`config.mk`:
```
export PLATFORM = sky130hd
export DESIGN_NAME = id_stage
export DESIGN_NICKNAME = d
export VERILOG_FILES = /design/src/rtl/id_stage.sv
export SDC_FILE = /design/constraint.sdc
export NUM_CORES = 1
export LEC_CHECK = 0
export ABC_AREA = 1
export CORE_UTILIZATION = 40
export CTS_CLUSTER_DIAMETER = 40
export CTS_CLUSTER_SIZE = 24
export DETAILED_ROUTE_END_ITERATION = 6
export PLACE_DENSITY = 0.88
export SYNTH_ARGS = -nofsm -noshare
export SYNTH_HDL_FRONTEND = slang
export SYNTH_SLANG_ARGS = --single-unit
```
`constraint.sdc`:
```
create_clock -name clk -period 1.7 [get_ports clk]
set_input_delay 0.34 -clock clk [delete_from_list [all_inputs] [get_ports clk]]
set_output_delay 0.34 -clock clk [all_outputs]
set_load 0.01 [all_outputs]
```
`src/rtl/id_stage.sv`:
```
`default_nettype none
// ============================================================================
// Module  : id_stage
// Brief   : RV32I decode stage with a one-entry output buffer, valid/ready
//           handshakes, load-use stall and flush. Optional illegal-instruction
//           flag enabled by defining ID_ILLEGAL_INST_EN.
// Revision: 1.0
// ============================================================================
module id_stage #(
    parameter int XLEN     = 32,
    parameter int ALUCEX_W = 8,
    parameter int TYPE_W   = 4
) (
    input  logic                clk,
    input  logic                rst_n,
    input  logic                in_valid,
    output logic                in_ready,
    input  logic [31:0]         in_inst,
    input  logic [XLEN-1:0]     in_pc,
    output logic [4:0]          reg_rs1_addr,
    output logic [4:0]          reg_rs2_addr,
    output logic                reg_rs1_ren,
    output logic                reg_rs2_ren,
    input  logic [XLEN-1:0]     reg_rs1_data,
    input  logic [XLEN-1:0]     reg_rs2_data,
    input  logic                ex_load_valid,
    input  logic [4:0]          ex_load_rd,
    input  logic                flush,
    output logic                out_valid,
    input  logic                out_ready,
    output logic [XLEN-1:0]     out_pc,
    output logic [TYPE_W-1:0]   out_type,
    output logic [ALUCEX_W-1:0] out_alucex,
    output logic [XLEN-1:0]     out_op_a,
    output logic [XLEN-1:0]     out_op_b,
    output logic [XLEN-1:0]     out_imm,
    output logic [XLEN-1:0]     out_store_data,
    output logic                out_rd_wen,
`ifdef ID_ILLEGAL_INST_EN
    output logic                out_illegal,
`endif
    output logic [4:0]          out_rd_addr
);

    localparam logic [6:0] OPC_R      = 7'b0110011;
    localparam logic [6:0] OPC_I      = 7'b0010011;
    localparam logic [6:0] OPC_LOAD   = 7'b0000011;
    localparam logic [6:0] OPC_STORE  = 7'b0100011;
    localparam logic [6:0] OPC_BRANCH = 7'b1100011;
    localparam logic [6:0] OPC_JAL    = 7'b1101111;
    localparam logic [6:0] OPC_JALR   = 7'b1100111;
    localparam logic [6:0] OPC_LUI    = 7'b0110111;
    localparam logic [6:0] OPC_AUIPC  = 7'b0010111;
    localparam logic [6:0] OPC_SYSTEM = 7'b1110011;

    localparam logic [TYPE_W-1:0] NO_TYPE     = TYPE_W'(0);
    localparam logic [TYPE_W-1:0] R_TYPE      = TYPE_W'(1);
    localparam logic [TYPE_W-1:0] I_TYPE      = TYPE_W'(2);
    localparam logic [TYPE_W-1:0] LOAD_TYPE   = TYPE_W'(3);
    localparam logic [TYPE_W-1:0] STORE_TYPE  = TYPE_W'(4);
    localparam logic [TYPE_W-1:0] BRANCH_TYPE = TYPE_W'(5);
    localparam logic [TYPE_W-1:0] J_TYPE      = TYPE_W'(6);
    localparam logic [TYPE_W-1:0] JALR_TYPE   = TYPE_W'(7);
    localparam logic [TYPE_W-1:0] LUI_TYPE    = TYPE_W'(8);
    localparam logic [TYPE_W-1:0] AUIPC_TYPE  = TYPE_W'(9);
    localparam logic [TYPE_W-1:0] SYSTEM_TYPE = TYPE_W'(10);

    localparam logic [ALUCEX_W-1:0] ALU_ADD    = ALUCEX_W'(8'h01);
    localparam logic [ALUCEX_W-1:0] ALU_SUB    = ALUCEX_W'(8'h02);
    localparam logic [ALUCEX_W-1:0] ALU_SLL    = ALUCEX_W'(8'h03);
    localparam logic [ALUCEX_W-1:0] ALU_SLT    = ALUCEX_W'(8'h04);
    localparam logic [ALUCEX_W-1:0] ALU_SLTU   = ALUCEX_W'(8'h05);
    localparam logic [ALUCEX_W-1:0] ALU_XOR    = ALUCEX_W'(8'h06);
    localparam logic [ALUCEX_W-1:0] ALU_SRL    = ALUCEX_W'(8'h07);
    localparam logic [ALUCEX_W-1:0] ALU_SRA    = ALUCEX_W'(8'h08);
    localparam logic [ALUCEX_W-1:0] ALU_OR     = ALUCEX_W'(8'h09);
    localparam logic [ALUCEX_W-1:0] ALU_AND    = ALUCEX_W'(8'h0A);
    localparam logic [ALUCEX_W-1:0] ALU_LOAD   = ALUCEX_W'(8'h10);
    localparam logic [ALUCEX_W-1:0] ALU_STORE  = ALUCEX_W'(8'h11);
    localparam logic [ALUCEX_W-1:0] ALU_BRANCH = ALUCEX_W'(8'h12);
    localparam logic [ALUCEX_W-1:0] ALU_JAL    = ALUCEX_W'(8'h13);
    localparam logic [ALUCEX_W-1:0] ALU_JALR   = ALUCEX_W'(8'h14);
    localparam logic [ALUCEX_W-1:0] ALU_LUI    = ALUCEX_W'(8'h15);
    localparam logic [ALUCEX_W-1:0] ALU_AUIPC  = ALUCEX_W'(8'h16);
    localparam logic [ALUCEX_W-1:0] ALU_SYSTEM = ALUCEX_W'(8'h17);

    function automatic logic [XLEN-1:0] sext32(input logic [31:0] v);
        return {{(XLEN-31){v[31]}}, v[30:0]};
    endfunction

    function automatic logic [ALUCEX_W-1:0] arith_op(input logic [2:0] f3,
                                                     input logic alt_sub,
                                                     input logic alt_sra);
        case (f3)
            3'b000:  return alt_sub ? ALU_SUB : ALU_ADD;
            3'b001:  return ALU_SLL;
            3'b010:  return ALU_SLT;
            3'b011:  return ALU_SLTU;
            3'b100:  return ALU_XOR;
            3'b101:  return alt_sra ? ALU_SRA : ALU_SRL;
            3'b110:  return ALU_OR;
            default: return ALU_AND;
        endcase
    endfunction

    logic [6:0]          opcode;
    logic [2:0]          f3;
    logic [4:0]          rs1, rs2, rd;
    logic [XLEN-1:0]     imm_i, imm_s, imm_b, imm_j, imm_u;
    logic                rs1_used, rs2_used, wr_kind, known, illegal_d;
    logic                hazard, xfer_in, rd_wen_d;
    logic [TYPE_W-1:0]   type_d;
    logic [ALUCEX_W-1:0] alucex_d;
    logic [XLEN-1:0]     op_a_d, op_b_d, imm_d, store_data_d;
    logic [4:0]          rd_addr_d;

    logic                valid_q, rd_wen_q, illegal_q;
    logic [XLEN-1:0]     pc_q, op_a_q, op_b_q, imm_q, store_data_q;
    logic [TYPE_W-1:0]   type_q;
    logic [ALUCEX_W-1:0] alucex_q;
    logic [4:0]          rd_addr_q;

    assign opcode = in_inst[6:0];
    assign f3     = in_inst[14:12];
    assign rs1    = in_inst[19:15];
    assign rs2    = in_inst[24:20];
    assign rd     = in_inst[11:7];

    assign imm_i = sext32({{20{in_inst[31]}}, in_inst[31:20]});
    assign imm_s = sext32({{20{in_inst[31]}}, in_inst[31:25], in_inst[11:7]});
    assign imm_b = sext32({{19{in_inst[31]}}, in_inst[31], in_inst[7], in_inst[30:25],
                           in_inst[11:8], 1'b0});
    assign imm_j = sext32({{11{in_inst[31]}}, in_inst[31], in_inst[19:12], in_inst[20],
                           in_inst[30:21], 1'b0});
    assign imm_u = sext32({in_inst[31:12], 12'b0});

    always_comb begin
        type_d       = NO_TYPE;
        alucex_d     = '0;
        op_a_d       = '0;
        op_b_d       = '0;
        imm_d        = '0;
        store_data_d = '0;
        rs1_used     = 1'b0;
        rs2_used     = 1'b0;
        wr_kind      = 1'b0;
        known        = 1'b1;
        case (opcode)
            OPC_R: begin
                type_d = R_TYPE; alucex_d = arith_op(f3, in_inst[30], in_inst[30]);
                op_a_d = reg_rs1_data; op_b_d = reg_rs2_data;
                rs1_used = 1'b1; rs2_used = 1'b1; wr_kind = 1'b1;
            end
            OPC_I: begin
                type_d = I_TYPE; alucex_d = arith_op(f3, 1'b0, in_inst[30]);
                op_a_d = reg_rs1_data; op_b_d = imm_i;
                rs1_used = 1'b1; wr_kind = 1'b1;
            end
            OPC_LOAD: begin
                type_d = LOAD_TYPE; alucex_d = ALU_LOAD;
                op_a_d = reg_rs1_data; op_b_d = imm_i;
                rs1_used = 1'b1; wr_kind = 1'b1;
            end
            OPC_STORE: begin
                type_d = STORE_TYPE; alucex_d = ALU_STORE;
                op_a_d = reg_rs1_data; op_b_d = imm_s; imm_d = imm_s;
                store_data_d = reg_rs2_data;
                rs1_used = 1'b1; rs2_used = 1'b1;
            end
            OPC_BRANCH: begin
                type_d = BRANCH_TYPE; alucex_d = ALU_BRANCH;
                op_a_d = reg_rs1_data; op_b_d = reg_rs2_data; imm_d = imm_b;
                rs1_used = 1'b1; rs2_used = 1'b1;
            end
            OPC_JAL: begin
                type_d = J_TYPE; alucex_d = ALU_JAL;
                op_a_d = imm_j; op_b_d = in_pc; wr_kind = 1'b1;
            end
            OPC_JALR: begin
                type_d = JALR_TYPE; alucex_d = ALU_JALR;
                op_a_d = reg_rs1_data; op_b_d = imm_i;
                rs1_used = 1'b1; wr_kind = 1'b1;
            end
            OPC_LUI: begin
                type_d = LUI_TYPE; alucex_d = ALU_LUI; op_a_d = imm_u; wr_kind = 1'b1;
            end
            OPC_AUIPC: begin
                type_d = AUIPC_TYPE; alucex_d = ALU_AUIPC;
                op_a_d = imm_u; op_b_d = in_pc; wr_kind = 1'b1;
            end
            OPC_SYSTEM: begin
                type_d = SYSTEM_TYPE; alucex_d = ALU_SYSTEM;
            end
            default: known = 1'b0;
        endcase
    end

`ifdef ID_ILLEGAL_INST_EN
    assign illegal_d = !known || (in_inst[1:0] != 2'b11)
                    || ((opcode == OPC_R) && (in_inst[31:25] != 7'b0000000)
                                          && (in_inst[31:25] != 7'b0100000))
                    || ((opcode == OPC_SYSTEM) && ((f3 != 3'b000) || (in_inst[31:20] > 12'd1)));
    assign out_illegal = illegal_q;
`else
    assign illegal_d = 1'b0;
`endif

    // Unknown opcodes carry no destination at all, not just a cleared enable.
    assign rd_addr_d = known ? rd : 5'd0;
    assign rd_wen_d  = wr_kind && (rd != 5'd0) && !illegal_d;

    assign reg_rs1_addr = rs1;
    assign reg_rs2_addr = rs2;
    assign reg_rs1_ren  = in_valid && rs1_used;
    assign reg_rs2_ren  = in_valid && rs2_used;

    assign hazard   = in_valid && ex_load_valid && (ex_load_rd != 5'd0)
                   && ((rs1_used && (rs1 == ex_load_rd)) || (rs2_used && (rs2 == ex_load_rd)));
    assign in_ready = flush || (!hazard && (!valid_q || out_ready));
    assign xfer_in  = in_valid && in_ready && !flush;

    always_ff @(posedge clk or negedge rst_n) begin
        if (!rst_n) begin
            valid_q      <= 1'b0;
            pc_q         <= '0;
            type_q       <= '0;
            alucex_q     <= '0;
            op_a_q       <= '0;
            op_b_q       <= '0;
            imm_q        <= '0;
            store_data_q <= '0;
            rd_wen_q     <= 1'b0;
            rd_addr_q    <= '0;
            illegal_q    <= 1'b0;
        end else if (flush) begin
            valid_q <= 1'b0;
        end else if (!valid_q || out_ready) begin
            valid_q <= xfer_in;
            if (xfer_in) begin
                pc_q         <= in_pc;
                type_q       <= type_d;
                alucex_q     <= alucex_d;
                op_a_q       <= op_a_d;
                op_b_q       <= op_b_d;
                imm_q        <= imm_d;
                store_data_q <= store_data_d;
                rd_wen_q     <= rd_wen_d;
                rd_addr_q    <= rd_addr_d;
                illegal_q    <= illegal_d;
            end
        end
    end

    assign out_valid      = valid_q;
    assign out_pc         = pc_q;
    assign out_type       = type_q;
    assign out_alucex     = alucex_q;
    assign out_op_a       = op_a_q;
    assign out_op_b       = op_b_q;
    assign out_imm        = imm_q;
    assign out_store_data = store_data_q;
    assign out_rd_wen     = rd_wen_q;
    assign out_rd_addr    = rd_addr_q;

endmodule
`default_nettype wire
```
; ---- Word level (Yosys, flattened, before mapping)
; Cells that the tools add are included.
[totals]
regBits = 179
latchBits = 0
ram_bits = 0
mem_bits_ro = 0
input_bits = 139
output_inout_bits = 192
n_memories = 0
[op_classes]
addsub = 0
mul = 0
div_mod_pow = 0
order_cmp = 0
n_eq_ne = 18
n_shift = 0
n_mux = 17
bitwise_logic = 1
reduce_logical = 30
[ops]
columns = operator, n
row1 = 32-bit one-hot mux with 4 select lines, 1
row2 = 32-bit one-hot mux with 3 select lines, 1
row3 = 32-bit one-hot mux with 2 select lines, 1
row4 = 4-bit one-hot mux with 7 select lines, 2
row5 = 5-bit one-hot mux with 10 select lines, 1
row6 = 4-bit one-hot mux with 10 select lines, 1
row7 = 32-bit two-way mux, 1
row8 = 7-bit equality test (second input constant), 4
row9 = 7-bit by 6-bit equality test with 1-bit output (second input constant), 3
row10 = 7-bit by 5-bit equality test with 1-bit output (second input constant), 2
row11 = 1-bit logical AND, 11
row12 = 5-bit equality test, 2
row13 = 5-bit nonzero test, 2
row14 = 10-bit OR reduction, 1
row15 = 3-bit equality test (second input constant), 3
row16 = 7-bit by 2-bit equality test with 1-bit output (second input constant), 1
row17 = 7-bit OR reduction, 1
row18 = 3-bit by 2-bit equality test with 1-bit output (second input constant), 2
row19 = 1-bit two-way mux, 6
row20 = 2-bit OR reduction, 3
row21 = 3-bit OR reduction, 2
row22 = 6-bit OR reduction, 1
row23 = 5-bit two-way mux, 1
row24 = 4-bit two-way mux, 1
row25 = 8 further kinds, 12

; ---- Depth between registers and ports, before layout
[depth]
ltp_word = 13
depth_mapped = 13

; ---- Least setup slack after synthesis
; No wires, ideal clock.
[synth_path]
path_type = input -> output
start = input in_inst[1]
end = output in_ready
t_arrival_ns = 1.489
t_required_ns = 1.360
setup_slack_ns = -0.129
path_stages = 9
n_path_buf = 1
cell_sequence = nand2_1 > nor2_1 > nand2_2 > nand2_1 > nor2_2 > nor2_4 > nand2_4 > buf_4 > o21a_1
[synth_via]
elab_chain_len = 9
word_cells_on_any_way = 17
[synth_lines]
columns = element, line
row1 = from (decl), 18  ; input logic [31:0] in_inst,
row2 = 7-bit by 5-bit equality test with 1-bit output (tied with other cells), 148  ; case (opcode)
row3 = 6-bit OR reduction (no line) or 3-bit OR reduction (tied branches), --
row4 = 1-bit two-way mux, 148
row5 = 1-bit logical AND, 218  ; && ((rs1_used && (rs1 == ex_load_rd)) || (rs2_used && (rs2 == ex_load_rd)));
row6 = 1-bit logical OR (*), 218
row7 = 1-bit logical AND (*), 218
row8 = 1-bit zero test (*), 219  ; assign in_ready = flush || (!hazard && (!valid_q || out_ready));
row9 = 1-bit logical AND (*), 219
row10 = 1-bit logical OR (*), 219
row11 = to (decl), 17  ; output logic in_ready,
; Mark *: on every way between the ends. The rest lies on a longest branch, timed or not.

; ---- Worst setup path after layout
[layout_path]
start = input in_inst[24]
end = output in_ready
[layout_via]
elab_chain_len = 7
[layout_lines]
columns = element, line
row1 = 5-bit equality test, 218
row2 = 1-bit logical AND, 218
row3 = 1-bit logical OR, 218
row4 = 1-bit logical AND, 218
row5 = 1-bit zero test, 219
row6 = 1-bit logical AND, 219
row7 = 1-bit logical OR, 219
; Every way passes these cells.

==> metrics list <==
- Outcome: finished with violations
- The checks that failed: setup timing.
* Count of TritonRoute iterations in the first routing pass: 6
- Once detail routing completed, the nets flagged for antenna violations numbered 0.
- Unrepaired setup endpoints after global routing: yes
- Of all cell types, the one taking the most synthesized area is dfrtp_1.
- After the last flow step, the layout net total stands at 1680.
* Total global-route track usage: 30.0%
- Of all nets on the critical path, the largest fanout is 2.
- Dominant combinational cell family by area after synthesis: simple AND/OR/NAND/NOR gates
- The most used flip-flop cell after synthesis is dfrtp_1.
* Async set or reset register ratio after synthesis: 100%
- Across all layers, the routed design uses 9588 vias.
- Worst clock skew: 10.2 ps
- Counting every sink on the clock net gives 157.
* Die outline width: 148 um
- The die covers 21800 um2.
* Largest net degree at the start of global routing: 66
- Compared with the post-synthesis result, the final layout area differs by 56.9%.
- In the final layout, the share of cells above drive strength 1 is 13.3%.
* DRC marker count from the first detailed-route iteration: 915
- At the later pin of the worst-skew pair, clock insertion delay measures 430 ps.
* Initial standard-cell utilization of the core: 41.5%
* Post-synthesis adder-cell area fraction: 0%
- Global routing finished with a remaining overflow of 0.
- Share of the synthesized area in the top cell type: 46.2%
* Max Cap Viol: 0
- The finished cells cover 13300 um2.
- Based on the critical path, the design can be clocked at up to 586 MHz.
* Worst slack, placed: -933 ps
- Category of the critical setup timing path: input pin to output port
- In this run, synthesis produced a sequential element count of 157.
* Post-synthesis sequential area ratio: 46.2%
- Post-layout worst setup margin: -5.46 ps
* Die height: 148 um
* Core Rows: 52
- Utilization after layout: 65.1%
- After floorplanning, the core was sized to cover 20500 um2.
* Final-report hold violation count: 0
- Post-synthesis compound-gate area fraction: 3.64%
- After detailed routing, the number of remaining DRC violations is 0.
* Number of instances in the synthesized netlist: 1183
- Top area cells in the synthesized netlist: dfrtp_1 (46%), nand2_1 (21%), nand3_1 (13%)
- The slowest stage of the critical path is the clkdlybuf4s15_1 cell.
* Maximum clock path buffer count: 2
- TritonCTS built the clock tree.
* Avg Cell Area, Syn: 7.18 um2
- Initial antenna violation count: 0
- The synthesized design contains 0 enable-type register cells.
* Sum of negative setup slack: -5.46 ps
- After synthesis the cells add up to 8500 um2.
- Simple-Gate Fraction of Synth Area: 38.2%
- Input and output buffers added on the ports amount to 327.
- The critical path goes through clkdlybuf4s15_1 > xor2_1 > nor2_1 > nand3_1 > nand2_2 > nand2_4 > o21a_1 > buf_6.
- In this run the power density over the cells is 734 nW/um2.
- Area after DPL: 12500 um2
- Dividing the detail-routed wire length by the instance count gives 18.0 um.
- Clock tree synthesis selected as its root buffer the cell clkbuf_16.
* Wire length of the first global-routing pass: 50100 um
* Final cell count without fillers: 1825
- Category of the worst setup path capture point: output port
* Count of final setup violators: 1
* Via density per instance: 5.25
- Of the available clock period, the critical path in the final layout requires 100%.
- Level count of the clock H-tree: 4
- Area share of xor/xnor cells in the synthesized design: 0.722%
- The wire-length estimate of the detail-placed layout is 24300 um.
- After detailed routing, the total wire length is 32900 um.
* Count of yosys warnings during synthesis: 0
* I/O pin count: 331
- Clock tree synthesis inserted a total of 17 buffers.
- Final slew viol count: 0
* Worst IR Drop VDD: 659 uV
- Static Leakage: 8.09 nW
* Clock-pin slew of the registers on the worst-case setup and hold paths: 70 ps
- Crit path largest cell delay: 190 ps
- Minimum clock period: 1710 ps
* Class of the worst hold path: input pin to asynchronous set/reset pin
- Overall power consumption after layout is estimated at 9.78 mW.
- Number of distinct library cells after synthesis: 27
* WHS: 297 ps
- Mux share of post-synthesis cell area: 0%
* Instance count after placement with tap cells included: 1785
* Critical Path Start Type: input pin
- The via count of the first global-routing pass was 8960.
- The congestion estimate from routability-driven global placement came to 0.928.
* Required time at the endpoint of the critical path: 1360 ps
- STA puts the critical path data arrival time at 1370 ps.
==> cell usage after synthesis, drive strengths merged, types with 3 or more instances <==
library cell    n
nand3         216
inv            75
nor3            3
o21ai          16
dfrtp         157
buf            88
nand4           4
nand2         476
clkbuf         16
a21oi          40
nor2           79
xor2            5
==> cell usage in the layout (no fill, tap or decap), types with 13 or more instances in the layout <==
cell type        instances
clkbuf_16               17
clkdlybuf4s50_1        197
dlymetal6s2s_1          55
buf_12                  16
clkbuf_2                13
o21ai_0                 15
dfrtp_1                157
inv_1                   67
nand3_1                212
a21oi_1                 35
dlygate4sd2_1           50
buf_4                   98
nand2_1                466
nor2_1                  70
==> final cells by class <==
type / count / area (um2)
Sequential cell: 157 / 3930
Multi-Input combinational cell: 849 / 3780
Antenna cell: 1 / 2.50
Clock buffer: 22 / 484
Clock inverter: 10 / 126
Fill cell: 1668 / 7160
Timing Repair Buffer: 441 / 4380
Inverter: 75 / 292
Tap cell: 270 / 338
==> critical path: cells and delay by family <==
kind,cells,cell delay (ps)
simple gates,4,360
compound gates,1,170
buf+inv,2,320
xor+xnor,1,170
==> registers in the layout, indices dropped and copies added (netlist names) <==
| signal | cells |
|---|---|
| out_alucex | 5 |
| out_imm | 13 |
| out_op_a | 32 |
| out_op_b | 32 |
| out_pc | 32 |
| out_rd_addr | 5 |
| out_rd_wen | 1 |
| out_store_data | 32 |
| out_type | 4 |
| out_valid | 1 |
==> per-layer routing <==
layer / vias to the layer above / global-route usage [%] / part of all wire, %
met3: 103 / 4.63 / 8.8
met1: 4466 / 41.0 / 40
met2: 598 / 46.8 / 46
met4: 0 / 13.8 / 4.6
met5: - / 0 / 0
li1: 4421 / - / -
==> report_power, final <==
part	internal [mW]	switching, mW
Sequential	3.93	0.119
Combinational	0.891	0.872
Clock	2.35	1.62
Total	7.17	2.62
==> cell families (layout without fill, tap and decap cells) <==
| logic type | count (synthesis) | count (layout) |
|---|---|---|
| other | 1 | 4 |
| xor gates and xnor gates | 7 | 7 |
| buffers and inverters | 179 | 548 |
| DFF | 157 | 157 |
| AOI/OAI and AO/OA | 60 | 60 |
| and+or+nand+nor | 779 | 779 |
==> path summary, 6_finish.rpt <==
check                                   start                 end  slack [ps]  cells after the start
max reg2reg                         out_valid  out_store_data[24]         290                      8
max in group asynchronous               rst_n           out_valid         810                      3
min                                     rst_n      out_rd_addr[0]         300                      2
min in group clk                  in_inst[16]        out_op_a[16]         330                      5
max                               in_inst[24]            in_ready          -5                      8
min reg2reg                out_store_data[12]  out_store_data[12]         470                      2
==> what timing repair did <==
item	in CTS	in global routing
resized for setup	137	110
buffers inserted	5	0
cloned	1	0
endpoints found under the hold margin	13	0
pin swaps	16	21
hold buffers	1	0
setup endpoints to repair	218	126
(Power assumes the default switching activity.)
